===== src/rtl/bp_be_long_wb_buffer.sv =====
// Buffers long-latency (divide) pipe results until the integer regfile write port is free.
// Also tracks pending destination registers to provide an issue stall and a long-pipe ready signal.
module bp_be_long_wb_buffer #(
    parameter int reg_addr_width_p = 5,
    parameter int dword_width_p    = 64,
    parameter int els_p            = 2
) (
    input  logic                        clk_i,
    input  logic                        reset_n_i,

    input  logic                        issue_v_i,
    input  logic [reg_addr_width_p-1:0] issue_rd_addr_i,
    input  logic                        flush_i,

    input  logic                        long_v_i,
    input  logic [reg_addr_width_p-1:0] long_rd_addr_i,
    input  logic [dword_width_p-1:0]    long_rd_data_i,

    input  logic                        main_wb_v_i,
    output logic                        wb_v_o,
    output logic [reg_addr_width_p-1:0] wb_rd_addr_o,
    output logic [dword_width_p-1:0]    wb_rd_data_o,

    output logic                        ready_o,

    input  logic [reg_addr_width_p-1:0] dep_rs1_addr_i,
    input  logic [reg_addr_width_p-1:0] dep_rs2_addr_i,
    input  logic [reg_addr_width_p-1:0] dep_rd_addr_i,
    output logic                        dep_stall_o,

    output logic                        empty_o
);

    localparam int ptr_w_lp = (els_p > 1) ? $clog2(els_p) : 1;
    localparam int cnt_w_lp = $clog2(els_p + 1);
    localparam logic [cnt_w_lp-1:0] full_cnt_lp    = cnt_w_lp'(els_p);
    localparam logic [cnt_w_lp-1:0] almost_cnt_lp  = cnt_w_lp'(els_p - 1);
    localparam logic [ptr_w_lp-1:0] last_ptr_lp    = ptr_w_lp'(els_p - 1);

    logic                        inflight_v_q, inflight_v_d;
    logic [reg_addr_width_p-1:0] inflight_rd_q, inflight_rd_d;

    logic [reg_addr_width_p-1:0] rd_mem_q   [els_p];
    logic [reg_addr_width_p-1:0] rd_mem_d   [els_p];
    logic [dword_width_p-1:0]    data_mem_q [els_p];
    logic [dword_width_p-1:0]    data_mem_d [els_p];
    logic [els_p-1:0]            valid_q, valid_d;

    logic [ptr_w_lp-1:0]         rptr_q, rptr_d;
    logic [ptr_w_lp-1:0]         wptr_q, wptr_d;
    logic [cnt_w_lp-1:0]         count_q, count_d;

    logic                        fifo_empty;
    logic                        fifo_full;
    logic                        enq;
    logic                        deq;
    logic                        rs1_hit, rs2_hit, rd_hit;

    always_comb begin
        fifo_empty = (count_q == '0);
        fifo_full  = (count_q == full_cnt_lp);
        deq        = ~fifo_empty & ~main_wb_v_i;
        // A full buffer can still accept when its head leaves on the same edge.
        enq        = long_v_i & (long_rd_addr_i != '0) & (~fifo_full | deq);
    end

    always_comb begin
        wb_v_o       = deq;
        wb_rd_addr_o = '0;
        wb_rd_data_o = '0;
        if (!fifo_empty) begin
            wb_rd_addr_o = rd_mem_q[rptr_q];
            wb_rd_data_o = data_mem_q[rptr_q];
        end
    end

    always_comb begin
        inflight_v_d  = inflight_v_q;
        inflight_rd_d = inflight_rd_q;
        if (issue_v_i && (issue_rd_addr_i != '0)) begin
            inflight_v_d  = 1'b1;
            inflight_rd_d = issue_rd_addr_i;
        end else if (long_v_i || flush_i) begin
            inflight_v_d  = 1'b0;
        end
    end

    always_comb begin
        rd_mem_d   = rd_mem_q;
        data_mem_d = data_mem_q;
        valid_d    = valid_q;
        rptr_d     = rptr_q;
        wptr_d     = wptr_q;
        count_d    = count_q;

        if (deq) begin
            valid_d[rptr_q] = 1'b0;
            rptr_d          = (rptr_q == last_ptr_lp) ? '0 : rptr_q + 1'b1;
        end
        // The enqueue comes after the dequeue so a full-buffer pass-through re-validates the slot.
        if (enq) begin
            rd_mem_d[wptr_q]   = long_rd_addr_i;
            data_mem_d[wptr_q] = long_rd_data_i;
            valid_d[wptr_q]    = 1'b1;
            wptr_d             = (wptr_q == last_ptr_lp) ? '0 : wptr_q + 1'b1;
        end

        if (enq && !deq) begin
            count_d = count_q + 1'b1;
        end else if (deq && !enq) begin
            count_d = count_q - 1'b1;
        end
    end

    always_comb begin
        rs1_hit = (dep_rs1_addr_i != '0) & inflight_v_q & (dep_rs1_addr_i == inflight_rd_q);
        rs2_hit = (dep_rs2_addr_i != '0) & inflight_v_q & (dep_rs2_addr_i == inflight_rd_q);
        rd_hit  = (dep_rd_addr_i  != '0) & inflight_v_q & (dep_rd_addr_i  == inflight_rd_q);
        for (int i = 0; i < els_p; i++) begin
            if (valid_q[i]) begin
                rs1_hit = rs1_hit | ((dep_rs1_addr_i != '0) & (dep_rs1_addr_i == rd_mem_q[i]));
                rs2_hit = rs2_hit | ((dep_rs2_addr_i != '0) & (dep_rs2_addr_i == rd_mem_q[i]));
                rd_hit  = rd_hit  | ((dep_rd_addr_i  != '0) & (dep_rd_addr_i  == rd_mem_q[i]));
            end
        end
        dep_stall_o = rs1_hit | rs2_hit | rd_hit;
    end

    // Only one long op is outstanding, so ready just needs a guaranteed slot for its result.
    always_comb begin
        ready_o = ~inflight_v_q
                & (count_q < full_cnt_lp)
                & ((count_q < almost_cnt_lp) | wb_v_o);
        empty_o = ~inflight_v_q & fifo_empty;
    end

    always_ff @(posedge clk_i or negedge reset_n_i) begin
        if (!reset_n_i) begin
            inflight_v_q  <= 1'b0;
            inflight_rd_q <= '0;
            valid_q       <= '0;
            rptr_q        <= '0;
            wptr_q        <= '0;
            count_q       <= '0;
            for (int i = 0; i < els_p; i++) begin
                rd_mem_q[i]   <= '0;
                data_mem_q[i] <= '0;
            end
        end else begin
            inflight_v_q  <= inflight_v_d;
            inflight_rd_q <= inflight_rd_d;
            valid_q       <= valid_d;
            rptr_q        <= rptr_d;
            wptr_q        <= wptr_d;
            count_q       <= count_d;
            rd_mem_q      <= rd_mem_d;
            data_mem_q    <= data_mem_d;
        end
    end

    a_no_issue_while_inflight: assert property (
        @(posedge clk_i) disable iff (!reset_n_i) !(issue_v_i && inflight_v_q));

    a_no_enqueue_when_full: assert property (
        @(posedge clk_i) disable iff (!reset_n_i)
        !(long_v_i && (long_rd_addr_i != '0) && fifo_full && !deq));

endmodule


===== config.mk =====
export PLATFORM = sky130hd
export DESIGN_NAME = bp_be_long_wb_buffer
export DESIGN_NICKNAME = d
export VERILOG_FILES = /design/src/rtl/bp_be_long_wb_buffer.sv
export SDC_FILE = /design/constraint.sdc
export NUM_CORES = 1
export LEC_CHECK = 0
export BUFFER_PORTS_ARGS = -buffer_cell sky130_fd_sc_hd__buf_4
export CELL_PAD_IN_SITES_DETAIL_PLACEMENT = 1
export CELL_PAD_IN_SITES_GLOBAL_PLACEMENT = 2
export CORE_ASPECT_RATIO = 1.5
export CORE_MARGIN = 10
export CORE_UTILIZATION = 33
export DETAILED_ROUTE_END_ITERATION = 6
export PLACE_DENSITY_LB_ADDON = 0.1
export SYNTH_ARGS = -nofsm -noshare
export SYNTH_HDL_FRONTEND = slang
export SYNTH_SLANG_ARGS = --single-unit

===== constraint.sdc =====
create_clock -name clk_i -period 2 [get_ports clk_i]
set_input_delay 0.2 -clock clk_i [delete_from_list [all_inputs] [get_ports clk_i]]
set_output_delay 0.2 -clock clk_i [all_outputs]
set_load 0.03 [all_outputs]

# Word level (Yosys, flattened, before mapping)

Index checks and enable logic that the tools add are counted.

Output and inout port bits: 73
Word-level logic and storage cells: 119
Register bits: 150
Input bits: 95

Bitwise gates (word level): 37
$add $sub $neg: 4
Reduce and logical (&&, ||, !) cells: 17
Mux-type cells: 32
Equality and inequality tests: 10
$lt $le $gt $ge: 9

Operator list:

| kind                                                       | count |
|---|---|
| two-way mux 64 bit                                         | 5 |
| bitwise mux 128 bit                                        | 1 |
| demux 64 bit (select 1 bit)                                | 1 |
| == test 5 bit                                              | 9 |
| two-way mux 5 bit                                          | 5 |
| nonzero test 5 bit                                         | 5 |
| bitwise AND 1 bit                                          | 18 |
| two-way mux 1 bit                                          | 12 |
| bitwise mux 10 bit                                         | 1 |
| OR 1 bit                                                   | 10 |
| two-way mux 2 bit                                          | 4 |
| logical AND 1 bit                                          | 6 |
| demux 5 bit (select 1 bit)                                 | 1 |
| >= comparator 2 bit, second input constant                 | 2 |
| less-than comparator 1 x 2 -> 1 bit, second input constant | 2 |
| less-than comparator 2 x 1 -> 1 bit, second input constant | 2 |
| NOT 1 bit                                                  | 4 |
| NOT 1 -> 2 bit                                             | 2 |
| nonzero test 2 bit                                         | 2 |
| adder 1 bit, second input constant                         | 2 |
| adder 2 x 1 -> 2 bit, second input constant                | 1 |
| bitwise AND 2 bit                                          | 1 |
| demux 1 bit (select 1 bit)                                 | 2 |
| == test 2 bit, second input constant                       | 1 |
| other kinds (8)                                            | 10 |

# Logic depth before layout (Yosys ltp)

Depth after elaboration: 9
Depth in mapped cells: 12
Mapped depth without buffers: 9

# Least setup slack after synthesis

No wires, ideal clock.

Path kind: flip-flop to output port
Start: register count_q[0]
End: output ready_o
Path slack: -0.236 ns
Data required time: 1.800 ns
Buffers on the path: 2
Data arrival time: 2.036 ns
Stages on the path, launching flop included: 9
Cell sequence: dfrtp_1 inv_1 ha_1 buf_2 or2_1 buf_6 inv_1 nor2_1 nor3_1

Word-level cells in the longest chain between the ends: 5
Elaborated cells between the ends (all ways): 8
Classes of those cells: order compare (2); bitwise (5); reduce/logical (1)

RTL lines:

| element                | RTL line | RTL |
|---|---|---|
| from (decl)            | 51       | `logic [cnt_w_lp-1:0] count_q, count_d;` |
| from (signal assigned) | 155      | `count_q <= count_d;` |
| logical NOT 2 bit      | 60       | `fifo_empty = (count_q == '0);` |
| NOT 1 bit              | 62       | `deq = ~fifo_empty & ~main_wb_v_i;` |
| bitwise AND 1 bit      | 62       |  |
| via wb_v_o             | 20       | `output logic wb_v_o,` |
| OR 1 bit               | 133      | `& ((count_q < almost_cnt_lp) \| wb_v_o);` |
| bitwise AND 1 bit      | 133      |  |
| to (decl)              | 24       | `output logic ready_o,` |

The timed path passes the listed nets, and every way through them passes these cells.

# Worst setup path after layout

Start: register count_q[1]
End: register data_mem_q[96] in the netlist's numbering

Word-level cells in the longest chain between the ends: 5
Elaborated cells between the ends (all ways): 7
Classes of those cells: eq/ne (1); bitwise (5); reduce/logical (1)

RTL lines:

| element              | RTL line | RTL |
|---|---|---|
| logical NOT 2 bit    | 60       |  |
| NOT 1 bit            | 62       |  |
| bitwise AND 1 bit    | 62       |  |
| OR 1 bit *           | 64       | `enq = long_v_i & (long_rd_addr_i != '0) & (~fifo_full \| deq);` |
| bitwise AND 1 bit *  | 64       |  |
| to (signal assigned) | 157      | `data_mem_q <= data_mem_d;` |
| to (decl)            | 45       | `logic [dword_width_p-1:0] data_mem_q [els_p];` |

Mark *: on every way between the ends. The rest lies on a longest branch, timed or not.
A chain may end at the register's enable or synchronous reset.

==> results.txt <==
Total gr overflow - 0
Core utilization of the finished layout - 50.43%
Cell area after placement - 9273 um^2
Clock sink total - 150
Clock buffer depth - 2
Antenna violations before repair - 0
Clock skew - 6.825 ps
Placeable Area - 22470 um^2
Initial standard-cell utilization of the core - 33.75%
Top cell type's share of synthesized area - 49.50%
Dominant cell type by area after synthesis - dfrtp_1
Violations in the final reports - setup timing
Via count of the first global-routing pass - 6415
Cell count after synthesis - 582
First-pass GRT wire length - 36350 um
Outcome - complete, but fails checks
Synthesized area divided by synthesized cell count - 13.03 um^2
Mean routed wirelength per cell - 22.30 um
Slew headroom - 67.84%
Maximum fanout count along the critical path - 8
Kind of critical path - reg2reg
Placed cell count - 1013
Setup crit end kind - register
Number of buffers created by CTS - 17
Fin. max-slew vios - 0
Power per standard cell area - 1920 nW/um^2
Final WS setup - -59.79 ps
Pin count of the biggest net entering global routing - 69
Final critical delay including setup and external delays - 2060 ps
Routed vias/inst - 4.893
Path class of the lowest-slack min-delay path - in2reg
Critical Path Source Type - register
Number of antenna cells inserted - 0
Yosys warning count - 0
Sequential standard cell area - 3771 um^2
Filler Cells Inserted - 2306
Summed instance area of the synthesized netlist - 7584 um^2
Number of input and output port buffers inserted - 167
Number of optimization iterations in the first detailed-route pass - 4
Required time of the critical path - 2310 ps
Critical Path AT - 2370 ps
Worst-Margin Slew - 482.4 ps
Library cells used by synthesis - 31
Post-Layout Cell Count - 1141
Ports placed on the boundary - 168
Clock insertion delay at the later pin of the skew report - 430 ps
Placer's final routability congestion estimate - 0.8123
P_leak - 0.005473 uW
Post-detail-place hpwl - 15460 um
Final Hold Violating Endpoints - 0
Synth area leaders - dfrtp_1 49%, mux2_4 13%, mux2i_1 9.1%
Die boundary height - 205.7 um
Startpoint of the most critical register-to-register path - count_q[1]
Area grow syn2layout - 49.40%
Number of nets produced by synthesis - 681
Count of cells along the worst register-to-register path - 10
Buffers plus inverters on the worst setup path - 4
List of cells traversed by the critical path - inv_2, ha_4, or2_4, buf_6, nand2_4, o211ai_4, clkinv_4, nand2b_4, clkbuf_16, mux2_4
Starting DRT DRC Count - 177
Num rows - 67
Worst hold path stage count - 2
Final-layout worst hold slack - 15.35 ps
Via Count - 5583
Crit path max-delay cell type - dfrtp_1
Register bit total from synthesis - 150
Design Area, Final - 11330 um^2
Routed wire length - 25440 um
Depth of the CTS H-tree - 4
Worst vdd ir - 1044 uV
CTS Root Buffer Type - clkbuf_16
Slack of the worst reg-to-reg path - -60 ps
Setup repair after global routing missed its margin - yes
GRT Util Overall - 15.83%
Total area of multi-input combinational cells - 3751 um^2
Max-capacitance violation count - 0
Period utilization - 103.0%
Horizontal die dimension - 143.8 um
Highest clock frequency the design can meet - 0.4855 GHz
Stage delay of the slowest cell on the critical path - 390 ps
Category of cells accounting for the largest share of critical-path delay - buffers and inverters
Residual DRC count - 0
Sink of the worst hold path - data_mem_q[16]
FF-to-FF End - data_mem_q[96]
Fraction of final layout cells with drive strength greater than 1 - 47.05%
Min-delay src - long_rd_data_i[16]
Register area share after synthesis - 49.50%
Final-report setup violation count - 70
Net count of the finished layout - 952
Antenna violation net count after detailed routing - 0
Clock-pin slew on the worst setup and hold paths - 60 ps
Full die area - 29570 um^2
TritonCTS clock tree - built
==> final cells by class <==
| type | count | share of cell area [%] |
|---|---|---|
| Clock buffer | 23 | 4.307 |
| Clock inverter | 8 | 1.491 |
| Inverter | 4 | 0.1988 |
| Multi-Input combinational cell | 398 | 33.11 |
| Sequential cell | 150 | 33.29 |
| Tap cell | 276 | 3.048 |
| Timing Repair Buffer | 282 | 24.56 |
==> how the worst max path moves through the flow <==
stage                                 end  cells past startpoint  slack [ps]               from
after floorplan           data_mem_q[100]                     12         -30         count_q[1]
after global placement    data_mem_q[127]                      7         -40  long_rd_addr_i[0]
after detailed placement  data_mem_q[127]                      7         -50  long_rd_addr_i[0]
after CTS                     dep_stall_o                      7         -80   inflight_rd_q[0]
after global routing          dep_stall_o                      7        -150        rd_mem_q[9]
final                      data_mem_q[96]                     10         -60         count_q[1]
==> power breakdown <==
part	total, uW	switching (uW)	internal (uW)
Sequential	5680	1090	4590
Clock	3590	1260	2340
Combinational	12500	6410	6070
==> state kept, by name, indices dropped and copies added (netlist names) <==
register / count
rptr_q: 1
wptr_q: 1
rd_mem_q: 10
count_q: 2
valid_q: 2
inflight_v_q: 1
data_mem_q: 128
inflight_rd_q: 5
==> synthesized netlist by cell type (all sizes together) <==
master / instances
dfrtp: 150
mux2: 138
nor2: 73
mux2i: 69
xnor2: 31
nand2: 27
buf: 18
xor2: 17
clkbuf: 14
nand4: 6
nor4: 6
nand3: 5
o21ai: 5
or4: 5
ha: 4
inv: 4
nor3: 4
nand2b: 2
a31oi: 1
nor2b: 1
o211ai: 1
or2: 1
==> per-stage QoR <==
stage | total power [uW] | TNS (ps) | worst slack, ps
after global placement | 16110 | -1822 | -40.35
after CTS | 20820 | -134.8 | -80.36
after global routing | 22970 | -7115 | -153.7
after detailed placement | 16400 | -2202 | -45.89
final | 21750 | -2115 | -59.79
after floorplan | 12660 | -2119 | -31.18
==> layer usage <==
| layer | track usage [%] | wire length (um) | vias to the layer above | part of all wire [%] |
|---|---|---|---|---|
| met5 | 0 | 0 | - | 0 |
| met4 | 5.121 | 366 | 0 | 1.4 |
| met3 | 3.738 | 982 | 26 | 3.9 |
| met2 | 28.87 | 14020 | 128 | 55 |
| met1 | 17.54 | 10070 | 2866 | 40 |
| li1 | - | - | 2563 | - |
==> kinds of logic after synthesis <==
group,synth area share [%]
AO/OA/AOI/OAI,0.5774
AND/OR/NAND/NOR,7.425
flip-flops,49.50
adder cells (fa/ha/maj),0.6600
multiplexers,32.96
buffers and inverters,3.333
XOR/XNOR,5.544
==> what timing repair did <==
action,CTS,global route
gates cloned,1,19
setup endpoints to repair,70,153
hold endpoints to repair,106,0
gates resized for setup,24,41
hold buffers,49,0
setup buffers,22,8
pin swaps,6,7
==> worst reg2reg max path, delay by kind of cell, from the launching register on <==
family                   cells  cell delay, ps
multiplexers                 1             300
adder cells (fa/ha/maj)      1             140
AO/OA/AOI/OAI                1              80
buffers and inverters        4             580
flip-flops                   1             390
AND/OR/NAND/NOR              3             450
==> cell usage in the layout (no fill, tap or decap), drive strengths merged <==
master	Yosys	final
or2	1	1
o21ai	5	5
mux2i	69	69
dfrtp	150	150
nand4	6	6
ha	4	4
or4	5	5
xnor2	31	31
clkinv	0	4
xor2	17	17
a31oi	1	1
clkbuf	14	37
nand2b	2	3
nand3	5	5
o211ai	1	1
dlygate4sd3	0	49
nor3	4	4
bufinv	0	5
mux2	138	138
inv	4	3
nor2b	1	1
buf	18	219
nor2	73	73
nand2	27	28
nor4	6	6
Note: power is estimated with default switching activity, not from simulation.
